$ cat config.mk
export PLATFORM = sky130hd
export DESIGN_NAME = tempsens_monitor_flat
export DESIGN_NICKNAME = d
export VERILOG_FILES = /design/src/rtl/tempsens_mon_pkg.sv /design/src/rtl/tempsens_monitor_if.sv /design/src/rtl/tempsens_mon_sync.sv /design/src/rtl/tempsens_monitor.sv /design/src/flat_wrapper.sv
export SDC_FILE = /design/constraint.sdc
export NUM_CORES = 1
export LEC_CHECK = 0
export BUFFER_PORTS_ARGS = -buffer_cell sky130_fd_sc_hd__buf_4
export CAP_MARGIN = 20
export CORE_ASPECT_RATIO = 0.5
export CORE_MARGIN = 2
export CORE_UTILIZATION = 46
export DETAILED_ROUTE_END_ITERATION = 8
export PLACE_DENSITY_LB_ADDON = 0.3
export SLEW_MARGIN = 25
export SYNTH_ARGS = -nofsm -noshare
export SYNTH_HDL_FRONTEND = slang
export SYNTH_HIERARCHICAL = 1
export SYNTH_SLANG_ARGS = --single-unit
$ cat constraint.sdc
create_clock -name clk_i -period 5.1 [get_ports clk_i]
set_clock_uncertainty 0.1 [all_clocks]
set_input_delay 0.51 -clock clk_i [delete_from_list [all_inputs] [get_ports clk_i]]
set_output_delay 0.51 -clock clk_i [all_outputs]
set_load 0.05 [all_outputs]
$ cat src/rtl/tempsens_mon_pkg.sv
// tempsens_mon_pkg: shared types and default parameters for the temperature-sensor monitor.
// Latency: n/a (types and constants only).
// Backpressure: n/a.
package tempsens_mon_pkg;

  typedef enum logic [2:0] {
    IDLE,
    SRESET,
    CONVERT,
    CAPTURE,
    DRAIN
  } state_e;

  localparam int DefDoutW       = 24;
  localparam int DefAvgLog2     = 2;
  localparam int DefResetCycles = 8;
  localparam int DefTimeoutW    = 20;

  // Width of a counter that must reach n-1. Never narrower than one bit.
  function automatic int cnt_width(input int n);
    return (n > 1) ? $clog2(n) : 1;
  endfunction

endpackage

$ cat src/rtl/tempsens_monitor_if.sv
// tempsens_monitor_if: bundle between the monitor and the tempsenseInst macro pins.
// Latency: n/a (wires only). Ports: sens_rst_no/sens_en_o/sens_sel_conv_time_o toward
// the sensor; sens_dout_i/sens_done_i back from it. Backpressure: none, the sensor free-runs.
interface tempsens_monitor_if
  import tempsens_mon_pkg::*;
#(
  parameter int DoutW = DefDoutW
);

  logic             sens_rst_no;
  logic             sens_en_o;
  logic [3:0]       sens_sel_conv_time_o;
  logic [DoutW-1:0] sens_dout_i;
  logic             sens_done_i;

  // master: the monitor that sequences the sensor
  modport master (
    output sens_rst_no,
    output sens_en_o,
    output sens_sel_conv_time_o,
    input  sens_dout_i,
    input  sens_done_i
  );

  // slave: the sensor macro (or its model)
  modport slave (
    input  sens_rst_no,
    input  sens_en_o,
    input  sens_sel_conv_time_o,
    output sens_dout_i,
    output sens_done_i
  );

endinterface

$ cat src/rtl/tempsens_mon_sync.sv
// tempsens_mon_sync: 2-flop synchronizer for the sensor DONE line plus registered rising-edge pulse.
// Latency: sync_o follows async_i after 2 clk_i edges, rise_o pulses one edge later (3 edges).
// Backpressure: none. Ports: clk_i, rst_i (async, active-high), async_i in; sync_o, rise_o out.
module tempsens_mon_sync (
  input  logic clk_i,
  input  logic rst_i,
  input  logic async_i,
  output logic sync_o,
  output logic rise_o
);

  // sync_q[0], sync_q[1] form the synchronizer; sync_q[2] is the delayed copy used for edge detection.
  logic [2:0] sync_q;

  always_ff @(posedge clk_i or posedge rst_i) begin
    if (rst_i) begin
      sync_q <= 3'b000;
      rise_o <= 1'b0;
    end else begin
      sync_q <= {sync_q[1:0], async_i};
      rise_o <= sync_q[1] & ~sync_q[2];
    end
  end

  assign sync_o = sync_q[1];

endmodule

$ cat src/rtl/tempsens_monitor.sv
// tempsens_monitor: autonomous conversion sequencer for tempsenseInst with sample averaging,
// threshold alarms and a conversion watchdog. Latency: DONE sampled at edge t -> sample/avg
// valid in cycle t+4. Backpressure: none; result pulses are single-cycle and must be taken.
// Ports: clk_i/rst_i; start_i/stop_i/sel_conv_time_i/thr_hi_i/thr_lo_i control; sens (sensor
// bundle, master side); busy_o, sample_valid_o/sample_o, avg_valid_o/avg_o, alarm_hi_o,
// alarm_lo_o, timeout_o status/results.
module tempsens_monitor
  import tempsens_mon_pkg::*;
#(
  parameter int DoutW       = DefDoutW,
  parameter int AvgLog2     = DefAvgLog2,
  parameter int ResetCycles = DefResetCycles,
  parameter int TimeoutW    = DefTimeoutW
) (
  input  logic                clk_i,
  input  logic                rst_i,
  input  logic                start_i,
  input  logic                stop_i,
  input  logic [3:0]          sel_conv_time_i,
  input  logic [DoutW-1:0]    thr_hi_i,
  input  logic [DoutW-1:0]    thr_lo_i,
  tempsens_monitor_if.master  sens,
  output logic                busy_o,
  output logic                sample_valid_o,
  output logic [DoutW-1:0]    sample_o,
  output logic                avg_valid_o,
  output logic [DoutW-1:0]    avg_o,
  output logic                alarm_hi_o,
  output logic                alarm_lo_o,
  output logic                timeout_o
);

  localparam int AccW = DoutW + AvgLog2;
  localparam int CntW = (AvgLog2 > 0) ? AvgLog2 : 1;
  localparam int RcW  = cnt_width(ResetCycles);

  localparam logic [CntW-1:0]     CntLast = CntW'((1 << AvgLog2) - 1);
  localparam logic [RcW-1:0]      RcLast  = RcW'(ResetCycles - 1);
  // Watchdog expires on the edge where it would reach 2^TimeoutW-1, i.e. after that many
  // CONVERT cycles; the timeout pulse then lands in the first retry SRESET cycle.
  localparam logic [TimeoutW-1:0] WdLast  = TimeoutW'((1 << TimeoutW) - 2);

  state_e              state_q, state_d;
  logic [3:0]          sel_q;
  logic [AccW-1:0]     acc_q;
  logic [CntW-1:0]     cnt_q;
  logic [TimeoutW-1:0] wd_q;
  logic [RcW-1:0]      rc_q;

  logic                done_sync;
  logic                done_rise;

  logic                sens_rst_n_c;
  logic                sens_en_c;

  logic [AccW-1:0]     sum;
  logic [DoutW-1:0]    avg_now;
  logic                avg_wrap;

  tempsens_mon_sync u_sync (
    .clk_i   (clk_i),
    .rst_i   (rst_i),
    .async_i (sens.sens_done_i),
    .sync_o  (done_sync),
    .rise_o  (done_rise)
  );

  // ---------------------------------------------------------------------------
  // FSM
  // ---------------------------------------------------------------------------
  always_ff @(posedge clk_i or posedge rst_i) begin
    if (rst_i) begin
      state_q <= IDLE;
    end else begin
      state_q <= state_d;
    end
  end

  always_comb begin
    state_d      = state_q;
    sens_rst_n_c = 1'b0;
    sens_en_c    = 1'b0;
    case (state_q)
      IDLE: begin
        if (start_i) state_d = SRESET;
      end
      SRESET: begin
        if (rc_q == RcLast) state_d = CONVERT;
      end
      CONVERT: begin
        sens_rst_n_c = 1'b1;
        sens_en_c    = 1'b1;
        // A completed conversion beats a simultaneous watchdog expiry.
        if (done_rise)           state_d = CAPTURE;
        else if (wd_q == WdLast) state_d = SRESET;
      end
      CAPTURE: begin
        sens_rst_n_c = 1'b1;
        sens_en_c    = 1'b1;
        state_d      = DRAIN;
      end
      DRAIN: begin
        // Counter reset stays released so DOUT/DONE are not disturbed until DONE drops.
        sens_rst_n_c = 1'b1;
        if (!done_sync) state_d = SRESET;
      end
      default: state_d = IDLE;
    endcase
    if (stop_i) state_d = IDLE;
  end

  assign busy_o                    = (state_q != IDLE);
  assign sens.sens_rst_no          = sens_rst_n_c;
  assign sens.sens_en_o            = sens_en_c;
  assign sens.sens_sel_conv_time_o = sel_q;

  // ---------------------------------------------------------------------------
  // Datapath: counters, accumulator, results
  // ---------------------------------------------------------------------------
  assign sum      = acc_q + AccW'(sens.sens_dout_i);
  assign avg_now  = DoutW'(sum >> AvgLog2);
  assign avg_wrap = (cnt_q == CntLast);

  always_ff @(posedge clk_i or posedge rst_i) begin
    if (rst_i) begin
      sel_q          <= 4'd0;
      acc_q          <= '0;
      cnt_q          <= '0;
      wd_q           <= '0;
      rc_q           <= '0;
      sample_valid_o <= 1'b0;
      sample_o       <= '0;
      avg_valid_o    <= 1'b0;
      avg_o          <= '0;
      alarm_hi_o     <= 1'b0;
      alarm_lo_o     <= 1'b0;
      timeout_o      <= 1'b0;
    end else begin
      sample_valid_o <= 1'b0;
      avg_valid_o    <= 1'b0;
      timeout_o      <= 1'b0;
      if (stop_i) begin
        // Abort: drop any partial average; results and alarms keep their last values.
        sel_q <= 4'd0;
        acc_q <= '0;
        cnt_q <= '0;
        wd_q  <= '0;
        rc_q  <= '0;
      end else begin
        case (state_q)
          IDLE: begin
            if (start_i) begin
              sel_q <= sel_conv_time_i;
              acc_q <= '0;
              cnt_q <= '0;
              wd_q  <= '0;
              rc_q  <= '0;
            end
          end
          SRESET: begin
            wd_q <= '0;
            rc_q <= (rc_q == RcLast) ? '0 : rc_q + 1'b1;
          end
          CONVERT: begin
            if (done_rise) begin
              wd_q <= '0;
            end else if (wd_q == WdLast) begin
              wd_q      <= '0;
              timeout_o <= 1'b1;
            end else begin
              wd_q <= wd_q + 1'b1;
            end
          end
          CAPTURE: begin
            sample_o       <= sens.sens_dout_i;
            sample_valid_o <= 1'b1;
            if (avg_wrap) begin
              avg_o       <= avg_now;
              avg_valid_o <= 1'b1;
              alarm_hi_o  <= (avg_now > thr_hi_i);
              alarm_lo_o  <= (avg_now < thr_lo_i);
              acc_q       <= '0;
              cnt_q       <= '0;
            end else begin
              acc_q <= sum;
              cnt_q <= cnt_q + 1'b1;
            end
          end
          default: ;
        endcase
      end
    end
  end

endmodule

$ cat src/flat_wrapper.sv
// flat-port wrapper written by rule: the top's interface ports become plain ports
module tempsens_monitor_flat import tempsens_mon_pkg::*;
#(
  parameter int DoutW       = DefDoutW,
  parameter int AvgLog2     = DefAvgLog2,
  parameter int ResetCycles = DefResetCycles,
  parameter int TimeoutW    = DefTimeoutW
)
  (clk_i, rst_i, start_i, stop_i, sel_conv_time_i, thr_hi_i, thr_lo_i, busy_o, sample_valid_o, sample_o, avg_valid_o, avg_o, alarm_hi_o, alarm_lo_o, timeout_o, sens_sens_rst_no, sens_sens_en_o, sens_sens_sel_conv_time_o, sens_sens_dout_i, sens_sens_done_i);
  tempsens_monitor_if #(.DoutW(DoutW)) sens_i ();
  input  logic clk_i;
  input  logic rst_i;
  input  logic start_i;
  input  logic stop_i;
  input  logic [3:0] sel_conv_time_i;
  input  logic [DoutW-1:0] thr_hi_i;
  input  logic [DoutW-1:0] thr_lo_i;
  output logic busy_o;
  output logic sample_valid_o;
  output logic [DoutW-1:0] sample_o;
  output logic avg_valid_o;
  output logic [DoutW-1:0] avg_o;
  output logic alarm_hi_o;
  output logic alarm_lo_o;
  output logic timeout_o;
  output wire logic [$bits(sens_i.sens_rst_no)-1:0] sens_sens_rst_no;
  output wire logic [$bits(sens_i.sens_en_o)-1:0] sens_sens_en_o;
  output wire logic [$bits(sens_i.sens_sel_conv_time_o)-1:0] sens_sens_sel_conv_time_o;
  input wire logic [$bits(sens_i.sens_dout_i)-1:0] sens_sens_dout_i;
  input wire logic [$bits(sens_i.sens_done_i)-1:0] sens_sens_done_i;
  assign sens_sens_rst_no = sens_i.sens_rst_no;
  assign sens_sens_en_o = sens_i.sens_en_o;
  assign sens_sens_sel_conv_time_o = sens_i.sens_sel_conv_time_o;
  assign sens_i.sens_dout_i = sens_sens_dout_i;
  assign sens_i.sens_done_i = sens_sens_done_i;
  tempsens_monitor #(.DoutW(DoutW), .AvgLog2(AvgLog2), .ResetCycles(ResetCycles), .TimeoutW(TimeoutW)) u_core (.clk_i(clk_i), .rst_i(rst_i), .start_i(start_i), .stop_i(stop_i), .sel_conv_time_i(sel_conv_time_i), .thr_hi_i(thr_hi_i), .thr_lo_i(thr_lo_i), .sens(sens_i), .busy_o(busy_o), .sample_valid_o(sample_valid_o), .sample_o(sample_o), .avg_valid_o(avg_valid_o), .avg_o(avg_o), .alarm_hi_o(alarm_hi_o), .alarm_lo_o(alarm_lo_o), .timeout_o(timeout_o));
endmodule
After elaboration in Yosys (flattened, before gate mapping). Index checks and enable logic that the tools add are counted.

Register bits after elaboration: 115. Bits in latches: 0. RAM bits: 0. Bits in read-only memories: 0. Output and inout bits: 60. Memories kept: 0.

Add/sub/neg operators: 4. Multipliers: 0. Div/mod/pow operators: 0. Magnitude comparators: 2. Equal/unequal tests: 11. Shift operators: 0. Multiplexer cells: 38. Bitwise operators: 3. Reduce and logical (&&, ||, !) cells: 16.

Operators by type and width (number): $mux W20 (4); $mux W26 (3); $pmux W20 S3 (1); $pmux W26 S2 (1); $mux W3 (9); $add A26 B24 Y26 (1); $gt A24 B24 Y1 (1); $lt A24 B24 Y1 (1); $add A20 B1 Y20 const B (1); $eq A20 B20 Y1 const B (1); $pmux W3 S5 (1); $mux W4 (3); $mux W1 (11); $reduce_and A2 Y1 (5); $reduce_bool A3 Y1 (3); $eq A3 B2 Y1 const B (2); $eq A3 B3 Y1 const B (2); $mux W2 (3); $ne A3 B3 Y1 const B (2); $pmux W3 S2 (1); $ne A4 B3 Y1 const B (1); $pmux W2 S2 (1); $reduce_and A4 Y1 (1); $reduce_bool A2 Y1 (2); other kinds (12) (13).

Logic depth before layout (Yosys ltp).
Depth after elaboration: 5. Depth in mapped cells: 18. Gate-level depth less buffers: 18.

Cells and area by module. The synthesis kept the hierarchy.

Modules (own cells, without submodules): tempsens_monitor (times used 1, cells an instance 757, area an instance 7210.7 um2, seq. area each 2777.7 um2); tempsens_mon_sync (times used 1, cells an instance 6, area an instance 117.6 um2, seq. area each 100.1 um2).

Worst setup path before layout. Ideal clock, no wire load.

Kind: input to register. Start: input port sens_sens_dout_i[0]. End: register u_core.alarm_hi_o. Library setup time: 0.134 ns. Arrival: 3.541 ns. Data required time: 4.866 ns. Setup slack: 1.325 ns. Stages: 17. Path buffers: 0. Cell sequence: ha_1 > inv_1 > fa_1 > nor2b_4 > o211ai_4 > a31oi_4 > o21ai_0 > xor2_1 > inv_1 > ha_1 > and3_1 > a221o_1 > a221oi_1 > o31a_1 > o21ai_0 > a41oi_1 > o31ai_1.

Word-level cells in the longest chain between the ends: 2.

RTL lines: from (decl) (line flat_wrapper.sv:29) `input wire logic [$bits(sens_i.sens_dout_i)-1:0] sens_sens_dout_i;`; $add A26 B24 Y26 (line tempsens_monitor.sv:120) `assign sum = acc_q + AccW'(sens.sens_dout_i);`; net u_core.sum[12] (line tempsens_monitor.sv:56) `logic [AccW-1:0] sum;`; $gt A24 B24 Y1 (line tempsens_monitor.sv:180) `alarm_hi_o <= (avg_now > thr_hi_i);`; to (signal assigned) (line tempsens_monitor.sv:180); to (decl) (line tempsens_monitor.sv:28) `output logic alarm_hi_o,`.

The timed path passes the listed nets, and every way through them passes these cells. A chain may end at the register's enable or synchronous reset.

Worst setup path in the final report.
Start: register u_core.acc_q[0]. End: register u_core.alarm_hi_o.

Word-level cells in the longest chain between the ends: 2.

RTL lines: from (decl) (line tempsens_monitor.sv:45) `logic [AccW-1:0] acc_q;`; from (signal assigned) (line tempsens_monitor.sv:185) `acc_q <= sum;`; $add A26 B24 Y26 (line tempsens_monitor.sv:120); net u_core.sum[12] (line tempsens_monitor.sv:56); $gt A24 B24 Y1 (line tempsens_monitor.sv:180).

The timed path passes the listed nets, and every way through them passes these cells.

==> results.yml <==
outcome:
  status: "finished, final reports clean"
place:
  placed_area_um2: 8590
  io_buffer_count: 140
  place_congestion: 0.936
  place_hpwl_um: 14000
  placedCellCount: 1088
  dpl_worst_slack_ns: 0.816
floorplan:
  core_um2: 15500
  die_y_um: 93.3
  rows: 32
  die-area_um2: 17000
  start_util: 0.473
  die_w_um: 183
  num_io_pins: 141
synthesis:
  synth_compound_area_frac: 0.181
  synth_top_family_by_area: "compound AO/OA/AOI/OAI gates"
  async_reset_ff_frac: 1.00
  synthesis.area_um2: 7330
  ys.flop_type: "dfrtp_1"
  synth_nets: 921
  yosys_register_bits: 115
  synth_top_area_cell: "dfrtp_1"
  synthAdderAreaFrac: 0.132
  synth-simple-area-share: 0.145
  synth_warnings: 6
  synthXorXnorAreaFrac: 0.0406
  synth_top_area_frac: 0.393
  synth-edff-count: 0
  seq_area_frac_synth: 0.393
  ys_top_cells_by_area: "dfrtp_1 39%, ha_1 13%, mux2_2 4.9%, nand2_1 4.3%, inv_1 3.3%"
  synth_mux_area_frac: 0.0587
  synth_cell_types: 61
  netlist_instances: 763
  synth.avg_cell_area_um2: 9.60
power_and_ir_drop:
  power_switching_uw: 2030
  vdd_drop_max_uv: 256
  pwr-share-comb: 0.487
  p_int_uw: 2700
  p_leak_uw: 0.00470
  p_per_area_nw_per_um2: 514
  p_total_uw: 4730
  clockPowerShare: 0.251
  power_frac_seq: 0.263
  p_sw_frac: 0.429
clocking:
  clkSinkCount: 115
  post-cts-setup-buffers: 0
  cts_root_buffer: "clkbuf_16"
  numCtsBuffers: 17
  htree_num_levels: 4
  cts_buffer_depth: 2
  cts.clk_slew.worst_paths_ns: 0.06
  clock_latency_ns: 0.41
  cts_tree: "done"
timing:
  fmax_mhz: 245
  rsz0062_at_grt: "false"
  period_needed_ns: 4.08
  hold_viol: 0
  fin_ws_ns: 1.02
  finalSetupViolCount: 0
  final_max_slew_viol_count: 0
  finalSetupTns_ns: 0
  min_period_over_period: 0.801
  slew_headroom: 0.445
  tightest_slew_ns: 0.831
worst_setup_path:
  crit_path_start_kind: "flop"
  worst-path-max-fanout: 4
  crit_chain: "ha_1, inv_1, fa_1, nor2b_4, o211ai_4, a31oi_4, o21ai_0, xor2_1, inv_1, ha_1, and3_1, a221o_1, a221oi_1, o31a_1, o21ai_0, a41oi_1, o31ai_1"
  end_kind: "flop"
  cp_slowest_cell: "fa_1"
  cp.arrival_ns: 4.27
  path_class: "flop to flop"
  r2r_cells: 17
  crit_path_max_incr_delay_ns: 0.48
  required_ns: 5.28
final_layout:
  diodes: 0
  layout.area.seq_um2: 2880
  drive_gt1_frac: 0.261
  nets: 1062
  finalNonFillerCells: 1120
  fill_cells: 1332
  multiInputGateArea_um2: 4100
  area_growth_syn_to_layout_pct: 25.4
  postLayoutCellArea_um2: 9190
drt:
  wl_per_cell_um: 16.8
  dr.pass1.iters: 5
  drt_iter0_markers: 339
  drc: 0
  vias: 6195
  antenna_left: 0
  vias_per_cell: 5.53
  totalWireLength_um: 18800
global_routing:
  grt_pass1_wl_um: 30700
  grt_max_degree: 63
  grt-ovfl-total: 0
  grt_pass1_vias: 6021
  antenna_found_initial: 0
  grt_util_all_layers: 0.230
run:
  maxCapViolCount: 0
worst_hold_path:
  worstHoldPathType: "input pin to flop"
  hold_path_depth: 1
==> metrics by stage <==
step           hold slack (ns)   util
2_1_floorplan            0.176      -
3_3_place_gp             0.233  0.554
3_5_place_dp             0.236  0.554
4_1_cts                 0.0938  0.593
5_1_grt                 0.0967  0.593
6_report                 0.109  0.593
==> worst paths after layout <==
check,start,slack [ns],to
worst min-delay path,sens_sens_done_i,0.11,u_core/u_sync/sync_q[0]
worst max-delay path,u_core/acc_q[0],1.02,u_core/alarm_hi_o
worst min register to register,u_core/u_sync/sync_q[0],0.25,u_core/u_sync/sync_q[1]
min in group asynchronous,rst_i,0.46,u_core/u_sync/sync_q[0]
max in group asynchronous,rst_i,3.01,u_core/sample_o[11]
worst max register to register,u_core/acc_q[0],1.02,u_core/alarm_hi_o
==> flip-flops by register name, indices dropped and copies added (netlist names), 2 cells and up <==
signal	cells
u_core/acc_q	26
u_core/avg_o	24
u_core/sample_o	24
u_core/cnt_q	2
u_core/wd_q	20
u_core/sens.sens_sel_conv_time_o	4
u_core/u_sync/sync_q	3
u_core/state_q	3
u_core/rc_q	3
==> power by group through the flow <==
stage          Combinational, uW  Clock [uW]  Sequential [uW]
4_1_cts                     2290        1210             1240
5_1_grt                     2500        1250             1270
3_3_place_gp                2220           0             1250
3_5_place_dp                2270           0             1260
6_report                    2300        1190             1240
2_1_floorplan               1220           0             1630
==> worst max-delay path, delay by kind of cell, from the launching register on <==
kind | cells | cell delay, ns
flip-flops | 1 | 0.35
adder cells (fa/ha/maj) | 3 | 0.94
buffers and inverters | 2 | 0.17
XOR/XNOR | 1 | 0.27
AND/OR/NAND/NOR | 2 | 0.38
AO/OA/AOI/OAI | 9 | 1.75
==> cells by family (layout without fill, tap and decap cells) <==
logic type	Yosys count	after routing
buffers and inverters	92	245
AO/OA/AOI/OAI	186	186
multiplexers	38	38
flip-flops	115	115
adder cells (fa/ha/maj)	77	77
XOR/XNOR	34	34
AND/OR/NAND/NOR	221	221
==> timing repair <==
action | in CTS | in global routing
hold buffers | 1 | 0
gates resized for setup | 0 | 0
hold endpoints to repair | 4 | 0
==> cell usage after synthesis (3+ instances only) <==
cell type and n:
a211oi_1 6, a21o_1 19, a21oi_1 43, a21oi_2 3, a22o_1 22, a31oi_1 4
a32oi_1 3, and3_1 6, and4_1 3, buf_2 10, clkbuf_1 17, dfrtp_1 115
ha_1 76, inv_1 65, mux2_2 32, mux2i_1 4, nand2_1 83, nand2b_1 9
nand3_1 18, nand4_1 20, nor2_1 46, nor2b_1 6, nor3_1 9, o211ai_1 3
o21a_1 3, o21ai_0 33, o21ai_1 16, o31ai_1 6, or3_1 9, xnor2_1 11
xor2_1 23
==> placed cells by master, fill, tap and decap left out, types with 8 or more instances in the layout <==
master       n
xor2_1      23
ha_1        76
nand2_1     83
inv_1       64
mux2_2      32
nor2_1      45
nand3_1     18
nor3_1       8
clkbuf_16   17
or3_1        9
xnor2_1     11
o21ai_0     33
nand2b_1     9
dfrtp_1    115
a22o_1      22
buf_4      148
o21ai_1     16
a21oi_1     43
nand4_1     20
a21o_1      19
==> cell type report <==
class	count	share of cell area
multi-input combinational	556	0.446
sequential	115	0.313
timing repair buffer	149	0.122
clock buffer	22	0.0527
tap	204	0.0278
inverter	65	0.0268
clock inverter	9	0.0113
==> layer usage <==
layer	GRT usage	wire length, um	vias up	part of all wire
li1	-	-	3006	-
met4	0.0618	168	0	0.0089
met5	0	0	-	0
met3	0.0487	1220	16	0.065
met2	0.356	8470	209	0.45
met1	0.329	8920	2964	0.47
Note: power is estimated with default switching activity, not from simulation.
